### src/rtl/imem_loader.sv
// Boot-time instruction memory loader: receives a length-prefixed byte frame,
// writes little-endian words from address 0, checks an XOR checksum, then releases the CPU.
module imem_loader #(
    parameter int ADDR_W = 8,
    parameter int DATA_W = 32
) (
    input  logic              clk,
    input  logic              rst,
    input  logic              s_valid,
    output logic              s_ready,
    input  logic [7:0]        s_data,
    output logic              mem_we,
    output logic [ADDR_W-1:0] mem_addr,
    output logic [DATA_W-1:0] mem_wdata,
    output logic              cpu_run,
    output logic              busy,
    output logic              err,
    output logic [ADDR_W:0]   words_loaded
);

    // state    | meaning
    // LEN_LO   | idle, waiting for low byte of word count
    // LEN_HI   | waiting for high byte of word count
    // DATA     | collecting payload bytes, one word per 4 bytes
    // CSUM     | waiting for checksum byte
    // DONE     | frame verified, CPU released (terminal)
    // ERROR    | bad length or checksum (terminal until rst)
    localparam logic [2:0] S_LEN_LO = 3'd0;
    localparam logic [2:0] S_LEN_HI = 3'd1;
    localparam logic [2:0] S_DATA   = 3'd2;
    localparam logic [2:0] S_CSUM   = 3'd3;
    localparam logic [2:0] S_DONE   = 3'd4;
    localparam logic [2:0] S_ERROR  = 3'd5;

    localparam logic [16:0] MAX_LEN = 17'(2 ** ADDR_W);

    logic [2:0]      state;
    logic [15:0]     len;
    logic [1:0]      lane;
    logic [7:0]      acc;
    logic [23:0]     shift;
    logic            accept;
    logic [15:0]     len_next;
    logic [ADDR_W:0] wl_next;

    assign s_ready  = (state == S_LEN_LO) || (state == S_LEN_HI) ||
                      (state == S_DATA)   || (state == S_CSUM);
    assign busy     = (state == S_LEN_HI) || (state == S_DATA) || (state == S_CSUM);
    assign cpu_run  = (state == S_DONE);
    assign err      = (state == S_ERROR);
    assign accept   = s_valid && s_ready;
    assign len_next = {s_data, len[7:0]};
    assign wl_next  = words_loaded + 1'b1;

    always_ff @(posedge clk) begin
        if (rst) begin
            state        <= S_LEN_LO;
            len          <= '0;
            lane         <= '0;
            acc          <= '0;
            shift        <= '0;
            mem_we       <= 1'b0;
            mem_addr     <= '0;
            mem_wdata    <= '0;
            words_loaded <= '0;
        end else begin
            mem_we <= 1'b0;
            if (accept) begin
                acc <= acc ^ s_data;
                case (state)
                    S_LEN_LO: begin
                        len[7:0] <= s_data;
                        state    <= S_LEN_HI;
                    end
                    S_LEN_HI: begin
                        len <= len_next;
                        if ({1'b0, len_next} > MAX_LEN)
                            state <= S_ERROR;
                        else if (len_next == 16'd0)
                            state <= S_CSUM;
                        else
                            state <= S_DATA;
                    end
                    S_DATA: begin
                        lane <= lane + 2'd1;
                        if (lane == 2'd3) begin
                            // Word assembled from the three buffered bytes plus this one.
                            mem_we       <= 1'b1;
                            mem_addr     <= words_loaded[ADDR_W-1:0];
                            mem_wdata    <= {s_data, shift};
                            words_loaded <= wl_next;
                            if (17'(wl_next) == {1'b0, len})
                                state <= S_CSUM;
                        end else begin
                            shift <= {s_data, shift[23:8]};
                        end
                    end
                    S_CSUM: begin
                        if (s_data == acc)
                            state <= S_DONE;
                        else
                            state <= S_ERROR;
                    end
                    default: state <= state;
                endcase
            end
        end
    end

endmodule

### config.mk
export PLATFORM = sky130hd
export DESIGN_NAME = imem_loader
export DESIGN_NICKNAME = d
export VERILOG_FILES = /design/src/rtl/imem_loader.sv
export SDC_FILE = /design/constraint.sdc
export NUM_CORES = 1
export LEC_CHECK = 0
export CORE_AREA = 4 4 85 119
export CTS_CLUSTER_DIAMETER = 50
export DETAILED_ROUTE_END_ITERATION = 10
export DIE_AREA = 0 0 89 123
export PLACE_DENSITY = 0.73
export SYNTH_ARGS = -nofsm -noshare
export SYNTH_HDL_FRONTEND = slang
export SYNTH_SLANG_ARGS = --single-unit
### constraint.sdc
create_clock -name clk -period 1.8 [get_ports clk]
set_input_delay 0.36 -clock clk [delete_from_list [all_inputs] [get_ports clk]]
set_output_delay 0.36 -clock clk [all_outputs]
set_load 0.005 [all_outputs]
==> results of run 1 <==
how the worst max path moves through the flow:
stage,start,to,slack (ps),depth (start not counted)
after detailed placement,s_data[1],state[1]$_SDFFE_PP0P_,-360,5
after floorplan,words_loaded[0]$_SDFFE_PP0P_,state[1]$_SDFFE_PP0P_,20,7
after global placement,s_data[4],state[0]$_SDFFE_PP0P_,-200,7
final,words_loaded[0]$_SDFFE_PP0P_,state[1]$_SDFFE_PP0P_,-90,7
after global routing,s_data[1],state[1]$_SDFFE_PP0P_,-150,5
after CTS,state[1]$_SDFFE_PP0P_,busy,-70,3
flip-flops by register name, indices dropped and copies added (netlist names):
| signal | count |
|---|---|
| mem_wdata | 32 |
| shift | 24 |
| len | 16 |
| words_loaded | 9 |
| acc | 8 |
| mem_addr | 8 |
| state | 3 |
| lane | 2 |
| mem_we | 1 |
power by group through the flow:
stage          clock (mW)  combinational (mW)  sequential (mW)
3_3_place_gp            0               0.429             2.43
3_5_place_dp            0               0.439             2.43
2_1_floorplan           0               0.266             2.42
5_1_grt              2.00               0.510             2.39
4_1_cts              1.91               0.454             2.38
6_report             1.88               0.461             2.38
per-stage QoR:
step	cells	cell area [um2]
after CTS	736	5590
after global placement	720	5270
final	737	5620
after floorplan	538	4250
after global routing	737	5620
after detailed placement	720	5270
cell usage in the layout, fill, tap and decap left out, types with 2 or more instances in the layout:
cell type        instances
clkbuf_16                9
dfxtp_2                  6
and2_1                   2
clkdlybuf4s50_1         61
or3_1                    2
mux2i_1                  2
xnor2_1                 15
dlygate4sd2_1            2
clkinvlp_4               4
and3_1                   2
dfxtp_1                 96
nand2b_1                 2
nand4_1                 10
nand2_1                181
nor3_2                   3
buf_4                   51
nor4_1                   5
nand3_1                  4
xor2_1                  22
a21oi_1                 82
nor3_1                   4
buf_12                   3
nor2_1                  28
o211ai_1                 2
worst reg2reg max path, delay by kind of cell, from the launching register on:
kind,cells,cell delay (ps)
xor+xnor,1,130
fa+ha+maj,1,230
flops,1,350
mux,1,150
simple gates,4,920
layout make-up:
type / count / area [um2] / area share (%)
clock inverter: 6 / 51.3 / 0.913
tap: 107 / 134 / 2.38
timing repair buffer: 117 / 1070 / 19.1
inverter: 2 / 11.3 / 0.200
clock buffer: 10 / 239 / 4.25
multi-input combinational: 392 / 2040 / 36.3
sequential: 103 / 2070 / 36.9
kinds of logic (layout without fill, tap and decap cells):
logic type	count (synthesis)	count (layout)
buffers and inverters	43	135
flip-flops	103	103
adder cells (fa/ha/maj)	2	2
multiplexers	2	2
AO/OA/AOI/OAI	95	95
XOR/XNOR	38	38
AND/OR/NAND/NOR	255	255
timing repair:
| item | 4_1_cts | 5_1_grt |
|---|---|---|
| gates cloned | 0 | 0 |
| setup buffers | 0 | 1 |
| resized for setup | 10 | 7 |
| hold buffers | 0 | 0 |
| setup endpoints to repair | 5 | 6 |
| pin swaps | 0 | 2 |
per-layer routing:
metal / share of wire [%] / vias to the layer above / GRT usage, %
li1: - / 1933 / -
met1: 43 / 1757 / 25.6
met2: 49 / 99 / 32.7
met3: 4.6 / 30 / 4.40
met4: 3.8 / 0 / 11.5
met5: 0 / - / 0
==> impl_metrics.json, run 1 <==
{
  "timing.critical_path.cells": "ha_2 -> nand2_1 -> xnor2_1 -> or4b_1 -> nand4b_1 -> nand4_1 -> mux2i_1",
  "setup.worst_path.start_class": "flop",
  "drive_gt1_share_pct": 14.9,
  "hp-start": "rst",
  "synth_cell_types": 41,
  "avgRoutedWirePerCell_um": 14.2,
  "synthesis_warning_total": 0,
  "antenna_found_initial": 0,
  "synthDominantCellAreaShare_pct": 48.6,
  "ant_nets": 0,
  "layout_worst_path_cycle_share_pct": 105,
  "first_global_vias": 3718,
  "synth-main-ff-cell": "dfxtp_1",
  "floorplan.core_area_um2": 8980,
  "clock_power_share_pct": 39.8,
  "drt_iter0_markers": 225,
  "totalNegativeSetupSlack_ps": -160,
  "min_to": "words_loaded[4]$_SDFFE_PP0P_",
  "cts.reportedPaths.clkPinSlew_ps": 70,
  "combinationalPowerShare_pct": 9.8,
  "cts_root_buf": "clkbuf_16",
  "filler_cell_count": 791,
  "pre_cts_slack_ps": -363,
  "syn-num-nets": 551,
  "clock_insertion_delay_worst_skew_ps": 350,
  "slew_headroom_pct": 65.7,
  "yosys.area_share.simple_pct": 25.4,
  "synth-seq-area-share_pct": 48.6,
  "global_route.overflow_total": 0,
  "worstMarginPinSlew_ps": 510,
  "p_int_mw": 3.54,
  "worst_slack_ps": -91.4,
  "worst_r2r_path_depth": 7,
  "cts.path.max_buffers": 2,
  "status": "finished with violations",
  "synth_enable_flop_cells": 0,
  "area.growth.synth_to_final_pct": 32.4,
  "drt_wl_total_um": 10400,
  "post_synth_mux_area_share_pct": 0.472,
  "chipHeight_um": 123,
  "min_period_ps": 1890,
  "hold_path.class": "in -> reg",
  "switching_share_of_total_power_pct": 25.0,
  "synthesis.area_um2": 4240,
  "synth_commonest_cells": "nand2_1, dfxtp_1, a21oi_1",
  "worst_r2r_startpoint": "words_loaded[0]$_SDFFE_PP0P_",
  "die_ar_um2": 10900,
  "fmax_mhz": 529,
  "worst_path_dominant_cell_family": "simple AND/OR/NAND/NOR gates",
  "cts_htree_levels": 3,
  "r2r_setup_slack_ps": -90,
  "nNetsFinal": 638,
  "timing.critical_path.slowest_stage_cell": "or4b_1",
  "drt_drc_violations_left": 0,
  "report.final.hold_viol_count": 0,
  "timing.hold.ws_ps": 436,
  "synth_fa_ha_area_share_pct": 0.590,
  "worstPathMaxFanout": 5,
  "asyncSetResetFlopFracSynth_pct": 0,
  "antennaDiodeCount": 0,
  "setup_repair_after_global_routing_missed_its_margin": "true",
  "clock_tree_from_tritoncts": "done",
  "synthXorXnorAreaFrac_pct": 8.02,
  "switching_power_mw": 1.18,
  "ir_drop_mv": 0.572,
  "crit_path_end_kind": "flop",
  "yosys_register_bits": 103,
  "hold_depth": 2,
  "first_pass_iters": 4,
  "largest_net_degree_at_the_start_of_global_routing": 46,
  "finalSetupViolations": 3,
  "p_per_area_nw_per_um2": 840,
  "ys_top_cells_by_area": "dfxtp_1, nand2_1, a21oi_1",
  "synth_top_area_cell": "dfxtp_1",
  "critical_path_buf_inv_count": 0,
  "cts.sinks": 103,
  "synthesis.instances": 538,
  "vias": 3819,
  "portBuffers": 64,
  "drv.max_cap_violation_count": 0,
  "synth_compound_gate_area_share_pct": 12.3,
  "place.gp.congestion": 0.883,
  "finalClockSkew_ps": 13.6,
  "dp_hpwl_um": 7530,
  "die_width_um": 89,
  "synth_top_family_by_area": "simple AND/OR/NAND/NOR gates",
  "syn-mean-instance-area_um2": 7.88,
  "groute.usage.overall_pct": 20.6,
  "failed_checks": "negative setup slack",
  "worst-endpoint-required_ps": 2040,
  "io_pins": 65,
  "critical_path_class": "reg -> reg",
  "report.power.total_mw": 4.72,
  "cts_buffers": 9,
  "start_util_pct": 47.2,
  "leakage_nw": 2.02,
  "crit_arrival_ps": 2130,
  "vias_per_cell": 5.18,
  "pwr-share-seq_pct": 50.4,
  "finalCoreUtilization_pct": 62.6,
  "synth_most_common_cell": "nand2_1",
  "finalMaxSlewViolations": 0,
  "num_rows": 41,
  "reg2reg_to": "state[1]$_SDFFE_PP0P_",
  "cp_slowest_stage_delay_ps": 510,
  "first_pass_grt_wire_length_um": 17500
}
(Power assumes the default switching activity.)
==> run 2, diff against run 1 <==
==> constraint.sdc (replaced) <==
create_clock -name clk -period 1.8 [get_ports clk]
set_input_delay 0.18 -clock clk [delete_from_list [all_inputs] [get_ports clk]]
set_output_delay 0.18 -clock clk [all_outputs]
set_load 0.005 [all_outputs]
==> run 2 against run 1 <==
The flow still finishes with violations (negative setup slack). Critical path depth decreased by 1. Register-to-register slack improved by 90 ps. Global-route usage decreased by 0.47 points. Sequential share of layout area grew 0.11 points. Sequential cell count unchanged. Worst hold slack got worse by 140 ps. Fmax grew 4.8%. Clock skew fell by 5.3 ps. Via count is 0.47% higher. Power shrank 1.0%. Routed wire length down 0.13%. Non-clock buffer count down 4. Largest cell class unchanged. Largest power group unchanged.
==> impl_metrics.json, run 2 (synthesis results as in run 1) <==
{
  "clock_insertion_delay_worst_skew_ps": 340,
  "cts_htree_levels": 3,
  "worst-endpoint-required_ps": 2040,
  "io_pins": 65,
  "first_global_vias": 3699,
  "switching_share_of_total_power_pct": 25.1,
  "finalMaxSlewViolations": 0,
  "drv.max_cap_violation_count": 0,
  "hold_path.class": "in -> reg",
  "worst_r2r_startpoint": "len[9]$_SDFFE_PP0P_",
  "placed_area_um2": 5240,
  "drive_gt1_share_pct": 14.2,
  "filler_cell_count": 807,
  "min_to": "acc[4]$_SDFFE_PP0N_",
  "cts.sinks": 103,
  "fmax_mhz": 554,
  "first_pass_grt_wire_length_um": 17400,
  "worstPathMaxFanout": 2,
  "drt_iter0_markers": 175,
  "first_pass_iters": 4,
  "reg2reg_to": "state[1]$_SDFFE_PP0P_",
  "p_per_area_nw_per_um2": 836,
  "largestRegisters": "mem_wdata x32, shift x24, len x16",
  "switching_power_mw": 1.17,
  "vias": 3837,
  "combinationalPowerShare_pct": 9.6,
  "worst_r2r_path_depth": 6,
  "worstMarginPinSlew_ps": 532,
  "die_ar_um2": 10900,
  "failed_checks": "negative setup slack",
  "critical_path_class": "reg -> reg",
  "most-common-layout-cells": "nand2_1, dfxtp_1, a21oi_1, clkdlybuf4s50_1, buf_4",
  "layout_worst_path_cycle_share_pct": 100,
  "hp-start": "rst",
  "status": "finished with violations",
  "p_int_mw": 3.50,
  "die_width_um": 89,
  "area.growth.synth_to_final_pct": 31.8,
  "start_util_pct": 47.2,
  "ant_nets": 0,
  "clock_tree_from_tritoncts": "done",
  "r2r_setup_slack_ps": -6,
  "ir_drop_mv": 0.498,
  "num_rows": 41,
  "groute.usage.overall_pct": 20.1,
  "antenna_found_initial": 0,
  "largest_net_degree_at_the_start_of_global_routing": 58,
  "setup.worst_path.start_class": "flop",
  "final-seq-area_um2": 2070,
  "cts.path.max_buffers": 2,
  "vias_per_cell": 5.23,
  "pwr-share-seq_pct": 51.1,
  "nNetsFinal": 634,
  "cts_buffers": 9,
  "antennaDiodeCount": 0,
  "dp_hpwl_um": 7400,
  "crit_path_end_kind": "flop",
  "report.power.total_mw": 4.67,
  "flip_flop_count_of_the_largest_register_all_copies_and_words_added": 32,
  "leakage_nw": 1.99,
  "min_period_ps": 1810,
  "drt_wl_total_um": 10400,
  "chipHeight_um": 123,
  "avgRoutedWirePerCell_um": 14.2,
  "floorplan.core_area_um2": 8980,
  "finalClockSkew_ps": 8.32,
  "placed_cells_incl_taps": 716,
  "portBuffers": 64,
  "slew_headroom_pct": 64.5,
  "place.gp.congestion": 0.961,
  "global_route.overflow_total": 0,
  "design_area_um2": 5590,
  "drt_drc_violations_left": 0,
  "crit_arrival_ps": 2040,
  "report.final.hold_viol_count": 0,
  "cts_root_buf": "clkbuf_16",
  "layout_commonest_cell": "nand2_1",
  "finalSetupViolations": 1,
  "largest_register": "mem_wdata",
  "clock_power_share_pct": 39.3,
  "final_cells": 733,
  "worst_slack_ps": -5.58,
  "totalNegativeSetupSlack_ps": -5.58,
  "area_of_the_multi_input_gates_um2": 2050,
  "pre_cts_slack_ps": -138,
  "setup_repair_after_global_routing_missed_its_margin": "true",
  "cts.reportedPaths.clkPinSlew_ps": 70,
  "hold_depth": 2
}
-- run 2: cell type report --
cell class | instances | share of cell area, %
flip-flops and latches | 103 | 37.0
multi-input cells | 392 | 36.7
repair buffers | 113 | 18.6
clock buffers | 10 | 4.10
well taps | 107 | 2.40
clock inverters | 6 | 0.963
inverters | 2 | 0.134
-- run 2: critical path, stage by stage (launching register included) --
cell,delay [ps]
dfxtp_1,310
or4_4,530
nor4_2,160
nand4_1,180
o31ai_4,240
nand4_1,140
mux2i_1,140
-- run 2: how the worst max path moves through the flow --
stage                     slack [ps]                          from  cells past startpoint                     to
after floorplan                   20  words_loaded[0]$_SDFFE_PP0P_                      7  state[1]$_SDFFE_PP0P_
after global placement          -110                     s_data[1]                      5  state[1]$_SDFFE_PP0P_
after detailed placement        -140                     s_data[1]                      5  state[1]$_SDFFE_PP0P_
after CTS                         -6           len[9]$_SDFFE_PP0P_                      6  state[1]$_SDFFE_PP0P_
after global routing             -80  words_loaded[1]$_SDFFE_PP0P_                      8  state[1]$_SDFFE_PP0P_
final                             -6           len[9]$_SDFFE_PP0P_                      6  state[1]$_SDFFE_PP0P_
-- run 2: power groups by stage --
stage / sequential (mW) / combinational [mW] / clock [mW]
after floorplan: 2.42 / 0.266 / 0
after global placement: 2.43 / 0.420 / 0
after detailed placement: 2.43 / 0.429 / 0
after CTS: 2.38 / 0.434 / 1.86
after global routing: 2.39 / 0.493 / 1.97
final: 2.38 / 0.450 / 1.84
-- run 2: per-layer routing --
layer  global-route usage (%)  vias up  share of wire (%)
li1                         -     1926                  -
met1                     25.9     1791                 43
met2                     32.7      101                 49
met3                     3.60       19                5.1
met4                     8.85        0                2.7
met5                        0        -                  0
-- run 2: what timing repair did --
item                                    CTS  global route
endpoints found under the hold margin     0             0
setup buffers                             0             1
pin swaps                                 1             8
endpoints found under the setup margin    5             4
resized for setup                         6            10
hold buffers                              0             0
-- run 2: stage by stage --
step / util (%) / hold WS, ps
final: 62.3 / 296
after global routing: 62.3 / 326
after CTS: 61.7 / 297
after detailed placement: 58.3 / 445
after global placement: 58.3 / 442
after floorplan: - / 321
==> run 3, diff against run 2 <==
GPL_ROUTABILITY_DRIVEN = 1   (was default)
==> results of run 3 <==
No change in the layout: final DEF, timing and power equal those of run 2.
